[config.mk]
export PLATFORM = sky130hd
export DESIGN_NAME = fetch_unit_flat
export DESIGN_NICKNAME = d
export VERILOG_FILES = /design/src/rtl/fetch_unit_pkg.sv /design/src/rtl/fetch_unit_if.sv /design/src/rtl/fetch_unit.sv /design/src/flat_wrapper.sv
export SDC_FILE = /design/constraint.sdc
export NUM_CORES = 1
export LEC_CHECK = 0
export ABC_AREA = 1
export CAP_MARGIN = 20
export CORE_ASPECT_RATIO = 2
export CORE_MARGIN = 4
export CORE_UTILIZATION = 47
export CTS_CLUSTER_DIAMETER = 200
export DETAILED_ROUTE_END_ITERATION = 10
export PLACE_DENSITY = 0.91
export SYNTH_ARGS = -nofsm -noshare
export SYNTH_HDL_FRONTEND = slang
export SYNTH_SLANG_ARGS = --single-unit
[constraint.sdc]
create_clock -name clk_i -period 2.5 [get_ports clk_i]
set_clock_uncertainty 0.15 [all_clocks]
set_input_delay 0.25 -clock clk_i [delete_from_list [all_inputs] [get_ports clk_i]]
set_output_delay 0.25 -clock clk_i [all_outputs]
set_load 0.005 [all_outputs]
[src/rtl/fetch_unit_pkg.sv]
// -----------------------------------------------------------------------------
// data_types : shared types and constants for the instruction fetch slice.
//   word32_t      - 32-bit machine word (addresses and instruction data)
//   fetch_state_t - fetch FSM encoding
//   INSTR_BYTES   - byte stride between consecutive instruction words
//   align_word    - clears the byte-offset bits of an address
// -----------------------------------------------------------------------------
package data_types;

    typedef logic [31:0] word32_t;

    typedef enum logic [2:0] {
        ST_BOOT  = 3'd0,
        ST_FETCH = 3'd1,
        ST_WAIT  = 3'd2,
        ST_HOLD  = 3'd3,
        ST_DROP  = 3'd4
    } fetch_state_t;

    localparam word32_t INSTR_BYTES = 32'd4;

    function automatic word32_t align_word(input word32_t addr);
        return {addr[31:2], 2'b00};
    endfunction

endpackage

[src/rtl/fetch_unit_if.sv]
// -----------------------------------------------------------------------------
// fetch_unit_if : instruction-memory read port plus downstream instruction
// queue push port, seen from the fetch unit.
//   imem_req_o / imem_addr_o / imem_ready_i        - request handshake
//   imem_resp_valid_i / imem_rdata_i               - one response per request
//   iq_write_o / iq_data_o / iq_full_i / iq_flush_o - queue push and clear
// master : fetch unit side.  slave : memory/queue (environment) side.
// -----------------------------------------------------------------------------
interface fetch_unit_if;
    import data_types::*;

    logic    imem_req_o;
    word32_t imem_addr_o;
    logic    imem_ready_i;
    logic    imem_resp_valid_i;
    word32_t imem_rdata_i;
    logic    iq_write_o;
    word32_t iq_data_o;
    logic    iq_full_i;
    logic    iq_flush_o;

    modport master (
        output imem_req_o, imem_addr_o, iq_write_o, iq_data_o, iq_flush_o,
        input  imem_ready_i, imem_resp_valid_i, imem_rdata_i, iq_full_i
    );

    modport slave (
        input  imem_req_o, imem_addr_o, iq_write_o, iq_data_o, iq_flush_o,
        output imem_ready_i, imem_resp_valid_i, imem_rdata_i, iq_full_i
    );

endinterface

[src/rtl/fetch_unit.sv]
// -----------------------------------------------------------------------------
// fetch_unit : sequential instruction fetcher with at most one memory read
// outstanding. Returned words are pushed into a downstream queue in the same
// cycle they arrive, or parked in a hold register while the queue is full.
// A redirect flushes the queue, re-points the pc and discards any in-flight
// or parked word.
//
// Ports
//   clk_i         - system clock, rising edge
//   reset_i       - asynchronous active-high reset
//   bus           - fetch_unit_if.master (memory + queue signals)
//   redirect_i    - control-flow redirect request
//   redirect_pc_i - redirect target (byte offset bits ignored)
//
// Outputs are decoded from the registered state so that an asynchronous reset
// (state forced to BOOT) drops every output without waiting for a clock, and
// so a response can be pushed with zero latency.
// -----------------------------------------------------------------------------
module fetch_unit
    import data_types::*;
#(
    parameter word32_t RESET_PC = 32'h0000_0000
) (
    input  logic          clk_i,
    input  logic          reset_i,
    fetch_unit_if.master  bus,
    input  logic          redirect_i,
    input  word32_t       redirect_pc_i
);

    fetch_state_t state_q, state_d;
    word32_t      pc_q,    pc_d;
    word32_t      hold_q,  hold_d;

    logic push_wait;
    logic push_hold;

    // -------------------------------------------------------------------------
    // Output decode
    // -------------------------------------------------------------------------
    always_comb begin
        // A redirect suppresses any push in the same cycle; pushes also never
        // happen while the queue reports full.
        push_wait = (state_q == ST_WAIT) && bus.imem_resp_valid_i &&
                    !bus.iq_full_i && !redirect_i;
        push_hold = (state_q == ST_HOLD) && !bus.iq_full_i && !redirect_i;

        bus.imem_req_o  = (state_q == ST_FETCH);
        bus.imem_addr_o = (state_q == ST_FETCH) ? pc_q : '0;
        bus.iq_write_o  = push_wait || push_hold;

        if (push_wait)
            bus.iq_data_o = bus.imem_rdata_i;
        else if (state_q == ST_HOLD)
            bus.iq_data_o = hold_q;
        else
            bus.iq_data_o = '0;

        // Keep the flush quiet while reset is held so all outputs read 0.
        bus.iq_flush_o = redirect_i && !reset_i;
    end

    // -------------------------------------------------------------------------
    // Next-state logic
    // -------------------------------------------------------------------------
    always_comb begin
        state_d = state_q;
        pc_d    = pc_q;
        hold_d  = hold_q;

        unique case (state_q)
            ST_BOOT: begin
                state_d = ST_FETCH;
                if (redirect_i)
                    pc_d = align_word(redirect_pc_i);
            end

            ST_FETCH: begin
                // Redirect wins over the post-accept increment; an accepted
                // request still owes a response, which DROP swallows.
                if (redirect_i) begin
                    pc_d    = align_word(redirect_pc_i);
                    state_d = bus.imem_ready_i ? ST_DROP : ST_FETCH;
                end else if (bus.imem_ready_i) begin
                    pc_d    = pc_q + INSTR_BYTES;
                    state_d = ST_WAIT;
                end
            end

            ST_WAIT: begin
                if (redirect_i) begin
                    pc_d    = align_word(redirect_pc_i);
                    state_d = bus.imem_resp_valid_i ? ST_FETCH : ST_DROP;
                end else if (bus.imem_resp_valid_i) begin
                    if (bus.iq_full_i) begin
                        hold_d  = bus.imem_rdata_i;
                        state_d = ST_HOLD;
                    end else begin
                        state_d = ST_FETCH;
                    end
                end
            end

            ST_HOLD: begin
                if (redirect_i) begin
                    pc_d    = align_word(redirect_pc_i);
                    state_d = ST_FETCH;
                end else if (!bus.iq_full_i) begin
                    state_d = ST_FETCH;
                end
            end

            ST_DROP: begin
                if (redirect_i)
                    pc_d = align_word(redirect_pc_i);
                if (bus.imem_resp_valid_i)
                    state_d = ST_FETCH;
            end

            default: begin
                state_d = ST_BOOT;
            end
        endcase
    end

    // -------------------------------------------------------------------------
    // State registers
    // -------------------------------------------------------------------------
    always_ff @(posedge clk_i or posedge reset_i) begin
        if (reset_i) begin
            state_q <= ST_BOOT;
            pc_q    <= align_word(RESET_PC);
            hold_q  <= '0;
        end else begin
            state_q <= state_d;
            pc_q    <= pc_d;
            hold_q  <= hold_d;
        end
    end

endmodule

[src/flat_wrapper.sv]
// flat-port wrapper written by rule: the top's interface ports become plain ports
module fetch_unit_flat import data_types::*;
#(
    parameter word32_t RESET_PC = 32'h0000_0000
)
  (clk_i, reset_i, redirect_i, redirect_pc_i, bus_imem_req_o, bus_imem_addr_o, bus_iq_write_o, bus_iq_data_o, bus_iq_flush_o, bus_imem_ready_i, bus_imem_resp_valid_i, bus_imem_rdata_i, bus_iq_full_i);
  fetch_unit_if bus_i ();
  input  logic clk_i;
  input  logic reset_i;
  input  logic redirect_i;
  input  word32_t redirect_pc_i;
  output wire logic [$bits(bus_i.imem_req_o)-1:0] bus_imem_req_o;
  output wire logic [$bits(bus_i.imem_addr_o)-1:0] bus_imem_addr_o;
  output wire logic [$bits(bus_i.iq_write_o)-1:0] bus_iq_write_o;
  output wire logic [$bits(bus_i.iq_data_o)-1:0] bus_iq_data_o;
  output wire logic [$bits(bus_i.iq_flush_o)-1:0] bus_iq_flush_o;
  input wire logic [$bits(bus_i.imem_ready_i)-1:0] bus_imem_ready_i;
  input wire logic [$bits(bus_i.imem_resp_valid_i)-1:0] bus_imem_resp_valid_i;
  input wire logic [$bits(bus_i.imem_rdata_i)-1:0] bus_imem_rdata_i;
  input wire logic [$bits(bus_i.iq_full_i)-1:0] bus_iq_full_i;
  assign bus_imem_req_o = bus_i.imem_req_o;
  assign bus_imem_addr_o = bus_i.imem_addr_o;
  assign bus_iq_write_o = bus_i.iq_write_o;
  assign bus_iq_data_o = bus_i.iq_data_o;
  assign bus_iq_flush_o = bus_i.iq_flush_o;
  assign bus_i.imem_ready_i = bus_imem_ready_i;
  assign bus_i.imem_resp_valid_i = bus_imem_resp_valid_i;
  assign bus_i.imem_rdata_i = bus_imem_rdata_i;
  assign bus_i.iq_full_i = bus_iq_full_i;
  fetch_unit #(.RESET_PC(RESET_PC)) u_core (.clk_i(clk_i), .reset_i(reset_i), .bus(bus_i), .redirect_i(redirect_i), .redirect_pc_i(redirect_pc_i));
endmodule
==> impl_results.rst, run 1 <==
.. list-table::
   :header-rows: 1

   * - Metric
     - Value
   * - Status
     - complete, no violations
   * - Type of the most critical hold path
     - input pin to asynchronous set/reset pin
   * - Number of buffers and inverters on the critical path
     - 4
   * - Data required, critical path
     - approximately 2.1 ns
   * - Maximum clock frequency
     - 430 MHz
   * - Initial Utilization
     - 47.7%
   * - Remaining antenna violation count
     - 0
   * - Final-layout worst hold slack
     - 0.187 ns
   * - Worst voltage drop across the vdd grid
     - around 540 µV
   * - Number of H-tree levels
     - 3
   * - Share of layout cells above drive strength 1
     - about 6.3%
   * - Kind of start point of the critical path
     - register
   * - Sink Count
     - 65
   * - Residual DRC
     - 0
   * - Min cycle time layout
     - 2.32 ns
   * - GP Congestion
     - between 1 and 1.5
   * - Global-route met2 utilization
     - 46.1%
   * - First-pass GRT wire length
     - 21.4 mm
   * - Final Cycle Share
     - between 90 and 100%
   * - Leading post-synthesis cells by cell area
     - sky130_fd_sc_hd__dfrtp_1, sky130_fd_sc_hd__nand2_1, sky130_fd_sc_hd__nor2_1
   * - DIE AREA
     - 10800 µm²
   * - Count of state elements after synthesis
     - 65
   * - Diodes inserted
     - 0
   * - Portion of synthesized cell area occupied by the leading cell type
     - 38.1%
   * - DP Cell Count
     - 897
   * - Via count of the first global-routing pass
     - 4649
   * - WP data arrival
     - roughly 1.9 ns
   * - Met3 Track Usage GR
     - 6.55%
   * - Headroom to the max-slew limit
     - 62.1%
   * - Least setup slack across all paths after layout
     - 0.176 ns
   * - CTS tree
     - done
   * - Initial antenna violation count
     - 0
   * - CTS Buf Count
     - 9
   * - Hold-fix buffer count after cts
     - 0
   * - Number of detailed-route iterations in the first pass
     - 6
   * - Via count
     - 4882
   * - Max capacitance violation total
     - 0
   * - Pre-CTS WS
     - 0.245 ns
   * - Portion of the post-synthesis area used by sequential elements
     - 38.1%
   * - Clock root buffer
     - sky130_fd_sc_hd__clkbuf_16
   * - WL/cell
     - around 14 µm
   * - Final setup viols
     - 0
   * - HPWL after DPL
     - 9.86 mm
   * - CP cell instances
     - inv_2 > nand2_4 > nor2_4 > nand4_1 > buf_4 > buf_16 > o21ai_1 > dlygate4sd2_1
   * - Number of distinct standard cells referenced by the synthesized netlist
     - 30
   * - Post-synthesis instance total
     - ~680
   * - Measured slew at the worst slew-check pin
     - 0.568 ns
   * - Number of cell rows
     - 49
   * - Critical path start-end classification
     - register to primary output
   * - Met1 track demand over resource
     - 26.5%
   * - Area growth, synth to finish
     - 41.3%
   * - Max-slew violations
     - 0
   * - Nets
     - 881
   * - Starting DRC count in detailed routing
     - about 320
   * - Count of non-filler cells in the finished layout
     - 916
   * - Die Height
     - ~140 µm
   * - Clock insertion delay at the later pin of the skew report
     - 0.33 ns
   * - Pin count of the biggest net entering global routing
     - 65
   * - Per-instance average area after synthesis
     - 6.31 µm²
   * - CORE AREA
     - 8950 µm²
   * - CP max stage delay
     - 0.39 ns
   * - Reg-to-reg critical path startpoint
     - u_core.state_q[1]
   * - PortBufs
     - 132
   * - Summed negative setup slack over all endpoints
     - 0 ns
   * - Leakage power summed over all cells
     - about 0.0029 µW
   * - Count of boundary I/O pins
     - 137
   * - Most common library cell in the layout ignoring fill and taps
     - sky130_fd_sc_hd__nand2_1
   * - Largest delay share family, worst path
     - buffers and inverters
   * - Count of warnings emitted by yosys
     - 0
   * - Total count of hold-check failures in the final report
     - 0
   * - Total power divided by cell area
     - 1120 nW/µm²
   * - Most used cells in the layout excluding fill and tap cells
     - sky130_fd_sc_hd__nand2_1, sky130_fd_sc_hd__nor2_1, sky130_fd_sc_hd__clkdlybuf4s50_1
   * - CTS Buffer Depth
     - 2
   * - Launch point of the critical path
     - u_core.state_q[2]
   * - Clock transition at the register clock pins on the worst setup and hold paths after CTS
     - 0.05 ns
   * - Placed standard-cell area
     - 5750 µm²
   * - Worst-path fanout max
     - 16
   * - Global-route congestion overflow total
     - 0
   * - Slowest-stage cell, CP
     - sky130_fd_sc_hd__dfrtp_1
   * - Cell type with the largest total area after synthesis
     - sky130_fd_sc_hd__dfrtp_1
   * - RSZ-0062 raised after global routing
     - false
   * - Total routed wirelength
     - 13.3 mm
   * - Die W
     - 75.4 µm
   * - Final cell area excluding filler cells
     - 6040 µm²
   * - Global routing usage summed across all routing layers
     - approximately 26%
   * - Crit path capture type
     - primary output
   * - Post-Synthesis Cell Area
     - 4270 µm²
   * - GR peak layer
     - met2
   * - Via/cell ratio
     - 5.33
==> stage by stage <==
stage                     utilization (%)  power [µW]
final                                67.5        6740
after global routing                 67.5        7300
after CTS                            67.3        6720
after detailed placement             64.2        5580
after global placement               64.2        5490
after floorplan                         -        4080
==> worst register-to-register path: stages, from the launching register on <==
cell                      delay [ns]
sky130_fd_sc_hd__dfrtp_2        0.45
sky130_fd_sc_hd__inv_2          0.11
sky130_fd_sc_hd__nand3_4        0.17
sky130_fd_sc_hd__buf_12         0.22
sky130_fd_sc_hd__inv_2          0.09
sky130_fd_sc_hd__nand2_1        0.07
sky130_fd_sc_hd__nand3_1        0.07
sky130_fd_sc_hd__buf_4          0.32
sky130_fd_sc_hd__nor2_1         0.14
sky130_fd_sc_hd__nand2_1        0.10
sky130_fd_sc_hd__nand2_1        0.05
==> layout make-up <==
class	count	area, µm²
fillers	794	2910
repair buffers	150	1510
flip-flops and latches	65	1630
clock inverters	3	17.5
multi-input cells	505	2210
clock buffers	12	246
inverters	79	297
well taps	102	128
==> worst paths after layout <==
kind	end	slack [ns]	depth (start not counted)
worst max register to register	u_core.pc_q[20]	0.47	10
worst max-delay path	bus_iq_data_o[5]	0.18	8
max in group asynchronous	u_core.state_q[1]	1.44	3
worst min-delay path	u_core.pc_q[2]	0.19	2
min in group clk_i	u_core.hold_q[4]	0.34	2
worst min register to register	u_core.hold_q[4]	0.34	2
==> synthesized netlist by cell type <==
master and number:
sky130_fd_sc_hd__buf_6 2, sky130_fd_sc_hd__inv_2 5, sky130_fd_sc_hd__nand2_2 2, sky130_fd_sc_hd__o21ai_1 9, sky130_fd_sc_hd__nor2_4 2, sky130_fd_sc_hd__nor3_1 2, sky130_fd_sc_hd__nor2_2 3, sky130_fd_sc_hd__o21ai_2 1
sky130_fd_sc_hd__clkbuf_1 13, sky130_fd_sc_hd__dfrtp_1 65, sky130_fd_sc_hd__a21oi_2 1, sky130_fd_sc_hd__o22ai_1 1, sky130_fd_sc_hd__nand4_1 2, sky130_fd_sc_hd__nand3_2 2, sky130_fd_sc_hd__nand3_1 45, sky130_fd_sc_hd__or2_0 2
sky130_fd_sc_hd__o21ai_0 80, sky130_fd_sc_hd__inv_1 74, sky130_fd_sc_hd__conb_1 1, sky130_fd_sc_hd__a21boi_1 1, sky130_fd_sc_hd__a31oi_1 2, sky130_fd_sc_hd__a21oi_1 18, sky130_fd_sc_hd__buf_2 8, sky130_fd_sc_hd__nand2_1 208
sky130_fd_sc_hd__buf_4 6, sky130_fd_sc_hd__o211ai_1 3, sky130_fd_sc_hd__nor2_1 115, sky130_fd_sc_hd__nand3_4 1, sky130_fd_sc_hd__ha_1 1, sky130_fd_sc_hd__and2_1 2
==> layer usage <==
metal / share of wire (%) / routed length [µm]
met2: 54 / 7130
met5: 0 / 0
met4: 4.8 / 631
met3: 7.0 / 926
met1: 34 / 4570
==> what timing repair did <==
action,in CTS,in global routing
setup endpoints to repair,32,13
gates resized for setup,36,3
pin swaps,0,1
endpoints found under the hold margin,0,0
buffers inserted,2,1
cloned,1,0
==> where the power goes <==
group          leakage (µW)  switching [µW]  internal, µW  total [µW]
logic               0.00201            1940          1530        3460
registers          0.000810             542          1600        2140
clock network      0.000128             445           689        1130
total               0.00295            2920          3820        6740
==> registers in the layout, indices dropped and copies added, names as in the netlist <==
name / cells
u_core.hold_q: 32
u_core.state_q: 3
u_core.pc_q: 30
==> kinds of logic after synthesis <==
| family | count (synthesis) | synth area share (%) |
|---|---|---|
| AND/OR/NAND/NOR | 386 | 36.9 |
| flip-flops | 65 | 38.1 |
| other | 1 | 0.0877 |
| buffers and inverters | 108 | 10.6 |
| AO/OA/AOI/OAI | 116 | 14.1 |
| adder cells (fa/ha/maj) | 1 | 0.293 |
Note: power is estimated with default switching activity, not from simulation.
==> run 2, diff against run 1 <==
--- a/config.mk
+++ b/config.mk
@@ -5,14 +5,14 @@
 export SDC_FILE = /design/constraint.sdc
 export NUM_CORES = 1
 export LEC_CHECK = 0
-export ABC_AREA = 1
 export CAP_MARGIN = 20
-export CORE_ASPECT_RATIO = 2
+export CORE_ASPECT_RATIO = 1.75
 export CORE_MARGIN = 4
 export CORE_UTILIZATION = 47
 export CTS_CLUSTER_DIAMETER = 200
 export DETAILED_ROUTE_END_ITERATION = 10
-export PLACE_DENSITY = 0.91
+export PLACE_DENSITY = 0.92
 export SYNTH_ARGS = -nofsm -noshare
 export SYNTH_HDL_FRONTEND = slang
 export SYNTH_SLANG_ARGS = --single-unit
+export TNS_END_PERCENT = 20
==> run 2 against run 1 <==
Cell count shrank 26%. Register-to-register slack worse by 0.35 ns. Flip-flop and latch count stayed put. Setup slack worse by 0.12 ns. Sequential power is 4% lower. First-iteration DRC count fell by 37%. Die area shrank 3.5%. Fmax shrank 4.8%. Sequential share of layout area down 0.60 points. Via count down 14%. Global-route usage is 1.9 points lower. Critical path depth is 2 lower.
==> impl_results.rst, run 2 <==
.. list-table::
   :header-rows: 1

   * - Metric
     - Value
   * - Top layer reached by signal wires
     - met4
   * - Worst voltage drop across the vdd grid
     - 669 µV
   * - Type of the most critical hold path
     - input pin to asynchronous set/reset pin
   * - Count of state elements after synthesis
     - 65
   * - R2r setup slk
     - 0.12 ns
   * - Measured slew at the worst slew-check pin
     - 0.502 ns
   * - Via count of the first global-routing pass
     - 4112
   * - Diodes inserted
     - 0
   * - Leakage power summed over all cells
     - 0.00307 µW
   * - Reg2reg path depth
     - 6
   * - Async SR Flop Fraction
     - 100%
   * - Nets
     - 631
   * - Maximum clock frequency
     - a little over 400 MHz
   * - Remaining antenna violation count
     - 0
   * - Cell type with the largest total area after synthesis
     - sky130_fd_sc_hd__dfrtp_1
   * - Die W
     - 78.8 µm
   * - Total power divided by cell area
     - 969 nW/µm²
   * - Area growth, synth to finish
     - 50.0%
   * - Portion of the post-synthesis area used by sequential elements
     - 39.4%
   * - Hold-fix buffer count after cts
     - 0
   * - Die Height
     - approximately 130 µm
   * - Via count
     - 4213
   * - Most used standard cell by instance count after synthesis
     - sky130_fd_sc_hd__dfrtp_1
   * - Top flop regs
     - u_core.hold_q: 32 flops, u_core.pc_q: 30 flops, u_core.state_q: 3 flops
   * - Via/cell ratio
     - 6.18
   * - Residual DRC
     - 0
   * - Min cycle time layout
     - 2.44 ns
   * - Wire length on met1
     - 4.67 mm
   * - Worst-path fanout max
     - 8
   * - Net Switching
     - between 2000 and 2500 µW
   * - Clock transition at the register clock pins on the worst setup and hold paths after CTS
     - 0.05 ns
   * - Total count of hold-check failures in the final report
     - 0
   * - Flip-flop count of the largest register after layout
     - 32
   * - Least setup slack across all paths after layout
     - 0.0599 ns
   * - Reg-to-reg critical path startpoint
     - u_core.state_q[2]
   * - Register bank with the most flops
     - u_core.hold_q
   * - Met3 routed WL
     - around 950 µm
   * - Most frequently used flop master after synthesis
     - sky130_fd_sc_hd__dfrtp_1
   * - Status
     - complete, no violations
   * - DIE AREA
     - 10400 µm²
   * - Max-slew violations
     - 0
   * - Multi-input gate area
     - 2320 µm²
   * - Pre-CTS WS
     - -0.0269 ns
   * - PortBufs
     - 132
   * - First-pass GRT wire length
     - 20.0 mm
   * - Headroom to the max-slew limit
     - 66.4%
   * - Number of detailed-route iterations in the first pass
     - 5
   * - Max capacitance violation total
     - 0
   * - WL/cell
     - 19.4 µm
   * - Per-instance average area after synthesis
     - 9.73 µm²
   * - Post-synthesis instance total
     - 424
   * - Number of distinct standard cells referenced by the synthesized netlist
     - roughly 60
   * - RSZ-0062 raised after global routing
     - true
   * - Global-route congestion overflow total
     - 0
   * - Count of boundary I/O pins
     - between 100 and 150
   * - Kind of start point of the critical path
     - register
   * - Number of enable flip-flop cells after synthesis
     - 0
   * - Count of warnings emitted by yosys
     - 0
   * - Fraction of power consumed by the clock network
     - about 22%
   * - Number of H-tree levels
     - 3
   * - Final setup viols
     - 0
   * - Crit path capture type
     - primary output
   * - Combinational group share of total power
     - 43.8%
   * - CORE AREA
     - 8610 µm²
   * - Clock insertion delay at the later pin of the skew report
     - 0.33 ns
   * - Share of layout cells above drive strength 1
     - 11.3%
   * - Data required, critical path
     - 2.10 ns
   * - Critical path start-end classification
     - register to primary output
   * - Post-Synthesis Cell Area
     - 4120 µm²
   * - Switching power as a share of total power
     - 36.0%
   * - Total routed wirelength
     - between 10 and 15 mm
   * - Sink Count
     - 65
   * - Initial antenna violation count
     - 0
   * - Filler Cells Inserted
     - 643
   * - HPWL after DPL
     - 8.98 mm
   * - Number of cell rows
     - 45
   * - CTS Buffer Depth
     - 2
   * - WL met2
     - 7.29 mm
   * - Sequential share of power
     - 34.2%
   * - Portion of synthesized cell area occupied by the leading cell type
     - 39.4%
   * - CTS Buf Count
     - 9
   * - Clock root buffer
     - sky130_fd_sc_hd__clkbuf_16
   * - Most common library cell in the layout ignoring fill and taps
     - sky130_fd_sc_hd__clkdlybuf4s50_1
   * - Most used cells in the layout excluding fill and tap cells
     - sky130_fd_sc_hd__clkdlybuf4s50_1, sky130_fd_sc_hd__dfrtp_1, sky130_fd_sc_hd__a22o_1
   * - Count of non-filler cells in the finished layout
     - just under 700
   * - Starting DRC count in detailed routing
     - 200
   * - GP Congestion
     - about 0.91
   * - Leading post-synthesis cells by cell area
     - sky130_fd_sc_hd__dfrtp_1, sky130_fd_sc_hd__mux2_1, sky130_fd_sc_hd__a22o_1
   * - Pin count of the biggest net entering global routing
     - 66
   * - Power Internal
     - 3840 µW
   * - Synth cell count leaders
     - sky130_fd_sc_hd__dfrtp_1, sky130_fd_sc_hd__a22o_1, sky130_fd_sc_hd__and2_1, sky130_fd_sc_hd__mux2_1, sky130_fd_sc_hd__o21ai_0
   * - CTS tree
     - done
   * - Initial Utilization
     - between 40% and 50%
   * - DP Cell Count
     - 659
   * - Reg-to-reg critical path endpoint
     - u_core.pc_q[30]
   * - WP data arrival
     - slightly above 2 ns
   * - Global routing usage summed across all routing layers
     - roughly 24%
   * - Area occupied by registers
     - 1630 µm²
   * - Final Cycle Share
     - between 90 and 100%
## run 2: cell count changes after synthesis, moves of 9 or more
cell	change
sky130_fd_sc_hd__nand2_1	-189
sky130_fd_sc_hd__nor2_1	-104
sky130_fd_sc_hd__inv_1	-66
sky130_fd_sc_hd__o21ai_0	-59
sky130_fd_sc_hd__a22o_1	+34
sky130_fd_sc_hd__mux2_1	+30
sky130_fd_sc_hd__and2_1	+28
sky130_fd_sc_hd__nand3_1	-25
sky130_fd_sc_hd__buf_2	+11
sky130_fd_sc_hd__or4_1	+11
sky130_fd_sc_hd__mux2i_1	+10
sky130_fd_sc_hd__o21ai_1	-9
## run 2: logic make-up (layout without fill, tap and decap cells)
kind of cell             Yosys count  count (layout)  synth area share (%)
adder cells (fa/ha/maj)            1               1                 0.303
multiplexers                      44              44                  11.7
AO/OA/AOI/OAI                    124             124                  22.9
AND/OR/NAND/NOR                  142             142                  20.3
buffers and inverters             47             187                  5.31
flip-flops                        65              65                  39.4
other                              1               2                0.0909
## run 2: layout make-up
class | instances | area share [%]
clock buffer | 10 | 3.70
clock inverter | 6 | 1.33
inverter | 9 | 0.546
multi-input combinational | 313 | 37.5
sequential | 65 | 26.3
tap | 117 | 2.37
timing repair buffer | 162 | 28.2
## run 2: stage by stage
stage / setup TNS, ns / hold WS, ns / area [µm²] / utilization (%) / power, µW
final: 0 / 0.180 / 6190 / 71.8 / 6000
after global routing: -0.0777 / 0.213 / 6190 / 71.8 / 6350
after CTS: 0 / 0.205 / 6010 / 69.7 / 5920
after detailed placement: -0.101 / 0.331 / 5670 / 65.8 / 4550
after global placement: 0 / 0.324 / 5670 / 65.8 / 4420
after floorplan: 0 / 0.216 / 4130 / - / 3300
## run 2: worst max path at each step
stage                      startpoint                 to  slack, ns  cells past startpoint
finish              u_core.state_q[2]  bus_iq_data_o[13]       0.06                      6
global route        u_core.state_q[2]   bus_iq_data_o[7]      -0.02                      6
CTS                 u_core.state_q[0]   bus_iq_data_o[9]       0.01                      6
detailed placement         redirect_i   bus_iq_data_o[9]      -0.03                      7
global placement           redirect_i   bus_iq_data_o[9]       0.03                      7
floorplan                     reset_i   u_core.hold_q[0]       0.47                      1
## run 2: power groups by stage
stage	Clock [µW]	Sequential, µW	Combinational, µW
after floorplan	0	1850	1450
after global placement	0	1990	2430
after detailed placement	0	2040	2510
after CTS	1340	2020	2570
after global routing	1380	2120	2850
final	1320	2050	2630
## run 2: metal layers
| metal | vias up | track usage (%) |
|---|---|---|
| met2 | 248 | 44.4 |
| met3 | 36 | 4.51 |
| met4 | 0 | 10.6 |
| li1 | 1912 | - |
| met1 | 2017 | 25.9 |
| met5 | - | 0 |
## run 2: critical path, stage by stage, from the launching register on
cell and delay, ns:
sky130_fd_sc_hd__dfrtp_2 0.45, sky130_fd_sc_hd__nor2_4 0.13, sky130_fd_sc_hd__nand3_2 0.11, sky130_fd_sc_hd__nor2_4 0.23
sky130_fd_sc_hd__buf_12 0.16, sky130_fd_sc_hd__a22o_1 0.13, sky130_fd_sc_hd__clkdlybuf4s50_1 0.50
## run 2: what timing repair did
action                     CTS  global route
cloned                       0             2
pin swaps                    0             4
setup endpoints to repair   50            62
setup buffers                2             3
gates resized for setup      5            38
hold endpoints to repair     0             0
